### src/rtl/reg_file_p.sv
// Parametrised register file: two combinational read ports, one write port,
// optional write-to-read bypass, optional hard-wired zero register, sequential clear sweep.

module reg_file_p_rd #(
  parameter int DATA_W  = 8,
  parameter int ADDR_W  = 3,
  parameter int ZERO_R0 = 0
) (
  input  logic [(1<<ADDR_W)-1:0][DATA_W-1:0] regs,
  input  logic [ADDR_W-1:0]                  addr,
  input  logic                               ready,
  input  logic                               byp_en,
  input  logic [ADDR_W-1:0]                  wr_addr,
  input  logic [DATA_W-1:0]                  wr_data,
  output logic [DATA_W-1:0]                  data
);
  always_comb begin
    data = '0;
    if (!ready)                              data = '0;
    else if ((ZERO_R0 != 0) && addr == '0)   data = '0;
    else if (byp_en && wr_addr == addr)      data = wr_data;
    else                                     data = regs[addr];
  end
endmodule

module reg_file_p #(
  parameter int DATA_W  = 8,
  parameter int ADDR_W  = 3,
  parameter int BYPASS  = 1,
  parameter int ZERO_R0 = 0
) (
  input  logic              CLK,
  input  logic              RESET,
  input  logic [DATA_W-1:0] IN,
  input  logic [ADDR_W-1:0] INADDR,
  input  logic              WRITEEN,
  input  logic [ADDR_W-1:0] OUT1ADD,
  input  logic [ADDR_W-1:0] OUT2ADD,
  output logic [DATA_W-1:0] OUT1,
  output logic [DATA_W-1:0] OUT2,
  input  logic              CLEAR_REQ,
  output logic              READY,
  output logic              WRITE_DROP
);
  localparam int DEPTH  = 1 << ADDR_W;
  localparam int NPORTS = 2;

  typedef enum logic {CLEAR = 1'b0, RUN = 1'b1} state_t;

  state_t                         state_q, state_d;
  logic [ADDR_W-1:0]              ptr_q, ptr_d;
  logic [DEPTH-1:0][DATA_W-1:0]   regs_q, regs_d;
  logic                           drop_q, drop_d;
  logic                           ready, wr_zero, wr_commit;

  logic [NPORTS-1:0][ADDR_W-1:0]  rd_addr;
  logic [NPORTS-1:0][DATA_W-1:0]  rd_data;

  assign ready     = (state_q == RUN);
  assign wr_zero   = (ZERO_R0 != 0) && (INADDR == '0);
  // A write lands only in RUN with no reset this cycle; CLEAR_REQ does not block it.
  assign wr_commit = ready && WRITEEN && !RESET && !wr_zero;

  always_comb begin
    state_d = state_q;
    ptr_d   = ptr_q;
    regs_d  = regs_q;
    drop_d  = 1'b0;
    if (RESET) begin
      state_d = CLEAR;
      ptr_d   = '0;
      drop_d  = WRITEEN;
    end else if (state_q == CLEAR) begin
      regs_d[ptr_q] = '0;
      ptr_d         = ptr_q + 1'b1;
      drop_d        = WRITEEN;
      if (&ptr_q) state_d = RUN;
    end else begin
      if (wr_commit) regs_d[INADDR] = IN;
      if (CLEAR_REQ) begin
        state_d = CLEAR;
        ptr_d   = '0;
      end
    end
  end

  // Reset is folded into the next-state logic, so every flop here is plain.
  always_ff @(posedge CLK) begin
    state_q <= state_d;
    ptr_q   <= ptr_d;
    regs_q  <= regs_d;
    drop_q  <= drop_d;
  end

  assign rd_addr = {OUT2ADD, OUT1ADD};

  for (genvar g = 0; g < NPORTS; g++) begin : g_rd
    reg_file_p_rd #(.DATA_W(DATA_W), .ADDR_W(ADDR_W), .ZERO_R0(ZERO_R0)) u_rd (
      .regs    (regs_q),
      .addr    (rd_addr[g]),
      .ready   (ready),
      .byp_en  ((BYPASS != 0) && wr_commit),
      .wr_addr (INADDR),
      .wr_data (IN),
      .data    (rd_data[g])
    );
  end

  assign OUT1       = rd_data[0];
  assign OUT2       = rd_data[1];
  assign READY      = ready;
  assign WRITE_DROP = drop_q;
endmodule

### config.mk
export PLATFORM = sky130hd
export DESIGN_NAME = reg_file_p
export DESIGN_NICKNAME = d
export VERILOG_FILES = /design/src/rtl/reg_file_p.sv
export SDC_FILE = /design/constraint.sdc
export NUM_CORES = 1
export LEC_CHECK = 0
export BUFFER_PORTS_ARGS = -buffer_cell sky130_fd_sc_hd__buf_2
export CELL_PAD_IN_SITES_DETAIL_PLACEMENT = 2
export CELL_PAD_IN_SITES_GLOBAL_PLACEMENT = 2
export CORE_ASPECT_RATIO = 0.8
export CORE_MARGIN = 1
export CORE_UTILIZATION = 40
export DETAILED_ROUTE_END_ITERATION = 7
export HOLD_SLACK_MARGIN = 0.02
export PLACE_DENSITY_LB_ADDON = 0.1
export SYNTH_ARGS = -nofsm -noshare
export SYNTH_HDL_FRONTEND = slang
export SYNTH_HIERARCHICAL = 1
export SYNTH_SLANG_ARGS = --single-unit
### constraint.sdc
create_clock -name CLK -period 2.4 [get_ports CLK]
set_input_delay 0.48 -clock CLK [delete_from_list [all_inputs] [get_ports CLK]]
set_output_delay 0.48 -clock CLK [all_outputs]
set_load 0.1 [all_outputs]
======== After elaboration in Yosys (flattened, before gate mapping) ========
Cells that the tools add are included.
word-level totals
  flip-flop bits (word level) ............. 69
  input bits .............................. 21
  output and inout port bits .............. 18
  word-level logic and storage cells ...... 56
operators by class
  $add $sub $neg .......................... 1
  $lt $le $gt $ge ......................... 6
  eq/ne operators ......................... 4
  mux-type cells .......................... 22
  bitwise gates (word level) .............. 3
  reductions and logical operators ........ 9
operators with widths
  kind                 number
  $mux 64              2
  $and 64x64->64       1
  $bwmux 64            1
  $mux 8               8
  $not 64->64          1
  $bmux 8 s3           2
  $demux 8 s3          2
  $lt 3x4->1 const B   4
  $eq 3x3->1           2
  $ge 3x1->1 const B   2
  $logic_and 1x1->1    6
  $mux 3               2
  $mux 1               5
  $add 3x1->3 const B  1
  $reduce_and 3->1     1
  $ne 2x1->1 const B   1
  $ne 2x2->1 const B   1
  $reduce_and 2->1     1
  $logic_not 1->1      1
  $not 1->1            1

======== Logic depth before layout (Yosys ltp) ========
  depth after elaboration ................. 7
  mapped depth ............................ 7
  depth with buffers taken out ............ 5

======== By module ========
Netlist, hierarchy kept.
modules (own cells, without submodules)
  module         instances  cells an instance  area each (um^2)  seq. area each (um^2)
  reg_file_p     1          270                3,313.2           2,021.9
  reg_file_p_rd  2          67                 613.1             0.0

======== Worst setup path before layout ========
No wires, ideal clock.
  path kind ............................... register to output
  start ................................... reg state_q, in the netlist READY
  end ..................................... out OUT1[6]
  arrival ................................. 3,701 ps
  data required time ...................... 1,920 ps
  path slack .............................. -1,781 ps
  stages on the path, launching flop included .. 7
  buffers on the path ..................... 3
  cells stage by stage .................... dfxtp_1 -> buf_2 -> buf_2 -> and3_1 -> nand4_1 -> buf_2 -> a21oi_1
on the way
  word-level cells in the longest chain between the ends .. 5
ends and longest elaborated chain
  item                             RTL line  RTL
  from (decl)                      50        state_t state_q, state_d;
  from (signal assigned)           89        state_q <= state_d;
  $logic_and 1x1->1 (2 in series)  62        assign wr_commit = ready && WRITEEN && !RESET && !wr_zero;
  net wr_commit                    54        logic ready, wr_zero, wr_commit;
  $logic_and 1x1->1                21        else if (byp_en && wr_addr == addr) data = wr_data;
  $mux 8                           21
  $mux 8                           19        if (!ready) data = '0;
  to (decl)                        39        output logic [DATA_W-1:0] OUT1,
The timed path passes the listed nets, and every way through them passes these cells.

======== Worst setup path in the final report ========
  start ................................... in OUT2ADD[2]
  end ..................................... out OUT2[3]
on the way
  word-level cells in the longest chain between the ends .. 4
  elaborated cells between the ends (all ways) .. 6
  classes of those cells .................. eq/ne: 1; mux: 4; reduce/logical: 1
ends and longest elaborated chain
  item                                                               RTL line  RTL
  from (decl)                                                        38        input logic [ADDR_W-1:0] OUT2ADD,
  $bmux 8 s3 or $eq 3x3->1 (tied branches)                           22, 21
  $mux 8 (implied by the code) or $logic_and 1x1->1 (tied branches)  22, 21
  $mux 8 *                                                           21
  $mux 8 *                                                           19
  to (decl)                                                          40        output logic [DATA_W-1:0] OUT2,
Every way passes the cells marked *; elsewhere a longest branch is shown, timed or not. The select of a mux whose other input is x is not followed.

==> run summary <==
RSZ-0062 raised after global routing -> true
Most used cell, CP -> buf_12
Share of layout cells above drive strength 1 -> 0.348
Pre-CTS setup slack -> -0.123 ns
CP cell instances -> buf_2 > buf_12 > buf_4 > mux2i_1 > o22ai_2 > a21oi_2 > a21oi_4 > buf_12
Post-Syn Instances -> 404
Final Hold Fails -> 0
Buf/Inv on CP -> 4
Number of global-route vias before repair -> 4273
Clk Latency, worst-skew pair -> 0.34 ns
Largest net degree at the start of global routing -> 45
CP endpoint kind -> primary output
Die area -> 11800 sq um
Cts hold-fix bufs -> 0
Slew Limit Fails -> 0
Max-cap violation count -> 0
# IOs -> 39
WP data arrival -> 1.92 ns
CTS root buffer -> clkbuf_16
Syn Std Cell Area -> 4540 sq um
Gpl congestion -> 0.820
Critical Path Fanout Max -> 6
Initial antenna violation count -> 0
Antenna Nets Post-Route -> 0
Worst path slowest cell -> mux2i_1
DP Cell Count -> 595
Number of distinct library cells after synthesis -> 36
Sequential fraction of the synthesis area -> 0.445
Async S/R FF share, synth -> 0
Warnings, synthesis -> 6
Top Metal Used -> met4
H-tree levels -> 3
Die width -> 121 microns
Post-Synth Adder-Cell Area -> 0.00551
WL final -> 18600 microns
Vias per cell -> 6.54
CTS tree -> built
Leak pwr -> 0.00219 uW
Grt ovf -> 0
DRC Markers -> 0
Total Nets Final -> 486
Final cycle utilization of the critical path -> 1.00
Routed wl met2 -> 9400 microns
Global-route wire length before repair -> 27500 microns
Crit path time final -> 2.40 ns
CP max stage delay -> 0.28 ns
Worst setup SP type -> input pin
CTS buffer count -> 9
M1 WL -> 7370 microns
Synth Net Count -> 427
Clock transition at path regs -> 0.06 ns
Max-slew headroom -> 0.389
DR pass1 iterations -> 5
Synth Area in Compound Gates -> 0.215
Num rows -> 34
Met3 routed WL -> 1090 microns
Initial core utilization -> 0.414
Critical path class -> input pin to primary output
Final Skew -> 0.00531 ns
Slew @ Worst Pin -> 0.915 ns
Status -> finished with violations
Post-synthesis mux area share -> 0.159
Post-route setup slack -> -0.00355 ns
Clock tree buffer depth -> 2
Number of flops mapped to enable cells by yosys -> 64
Maximum VDD drop -> 0.489 mV
Top_reg_cell synth -> edfxtp_1
Pwr dens -> 625 nW/um^2
Critical Path RT -> 1.92 ns
Mean Syn Cell Area -> 11.2 sq um
Average wire per standard cell -> 30.3 microns
Largest family of logic cells by synthesized area -> compound AO/OA/AOI/OAI gates
Dpl hpwl -> 12700 microns
Final setup vio count -> 1
DIE HEIGHT -> 97.3 microns
Yosys reg bits -> 69
Initial drt markers -> 239
Failing checks -> setup timing
Simple logic cell fraction of the synthesized area -> 0.0562
Routed vias -> 4001
Gr usage total -> 0.329
Final non-filler cell total -> 612
Clk sinks -> 69
I/O Buffers -> 38
Total core area -> 11000 sq um
Xor and xnor fraction of the mapped netlist area -> 0.0116
CP top delay family -> buffers and inverters
Hold WC Path Type -> input pin to flip-flop
Fmax -> 416 MHz
Antenna diodes -> 0
Area growth, synth to finish -> 29.6%
-- cell type report --
cell class | count | area [sq um]
well taps | 144 | 180
inverters | 65 | 244
clock buffers | 10 | 229
flip-flops and latches | 69 | 2030
repair buffers | 86 | 807
fillers | 1066 | 5090
multi-input cells | 232 | 2310
clock inverters | 6 | 86.3
-- Yosys cell counts (5+ instances only) --
master	n	area, sq um
o22ai_1	22	138
edfxtp_1	64	1920
nand2b_1	6	37.5
buf_2	12	60.1
o21ai_0	16	80.1
mux4_2	14	315
mux2i_1	30	300
xnor2_1	6	52.6
nand2_1	8	30.0
inv_1	65	244
a21oi_1	33	165
clkbuf_1	6	22.5
buf_6	8	90.1
dfxtp_1	5	100
nand3b_1	5	37.5
o32ai_1	56	490
a211oi_1	5	37.5
-- state kept, by name (all words and copies together) (netlist names) --
name and cells:
regs_q 64, ptr_q 3, READY 1, WRITE_DROP 1
-- cells in the final DEF (no fill, tap or decap), types with 2 or more instances in the layout --
cell and count:
a211oi_1 5, a211oi_2 4, a21oi_1 6, a21oi_2 10, a21oi_4 17, and3b_1 3, buf_12 16, buf_2 20
buf_4 46, buf_6 3, bufinv_16 2, clkbuf_16 9, clkinv_2 2, dfxtp_1 4, edfxtp_1 64, ha_1 2
inv_1 65, mux2i_1 27, mux2i_4 2, mux4_2 17, nand2_1 8, nand2b_1 5, nand3b_1 5, nand4_1 2
nor2b_1 2, nor3b_2 3, o21ai_1 15, o22ai_1 19, o22ai_2 2, o32ai_1 56, or3b_1 3, xnor2_1 6
-- metal layers --
layer  GRT usage  vias up
li1            -     1695
met1       0.401     2067
met2       0.562      183
met3      0.0616       56
met4       0.146        0
met5           0        -
-- cells by family (layout without fill, tap and decap cells) --
| family | Yosys count | count (layout) |
|---|---|---|
| buffers and inverters | 103 | 167 |
| adders and majority gates | 2 | 2 |
| AOI/OAI and AO/OA | 138 | 138 |
| and+or+nand+nor | 38 | 38 |
| muxes | 48 | 48 |
| DFF | 69 | 69 |
| xor gates and xnor gates | 6 | 6 |
-- report_power, final --
group	leakage, uW	switching [uW]	internal, uW
Clock	0.000153	541	910
Sequential	0.000678	108	1440
Combinational	0.00136	382	293
Total	0.00219	1030	2640
-- what timing repair did --
| action | CTS | global route |
|---|---|---|
| setup buffers | 1 | 0 |
| pin swaps | 0 | 4 |
| setup endpoints to repair | 15 | 15 |
| resized for setup | 37 | 11 |
-- path summary, 6_finish.rpt --
check,from,to,slack [ns],cells past startpoint
setup / recovery,OUT2ADD[2],OUT2[3],-0.004,8
hold / removal,WRITEEN,WRITE_DROP,0.42,2
setup reg to reg,READY,regs_q[22],0.49,3
hold reg to reg,READY,WRITE_DROP,0.63,1
-- metrics by stage --
step	util	hold slack, ns	TNS, ns	total power (uW)	cell area (sq um)
after global routing	0.536	0.420	-0.191	3770	5880
after detailed placement	0.495	0.596	-0.951	2160	5430
after CTS	0.534	0.412	-0.0129	3670	5860
after global placement	0.495	0.589	-0.386	2100	5430
final	0.536	0.418	-0.00355	3680	5880
after floorplan	-	0.553	-1.57	1920	4750
Power figures use the tool's default switching activity.
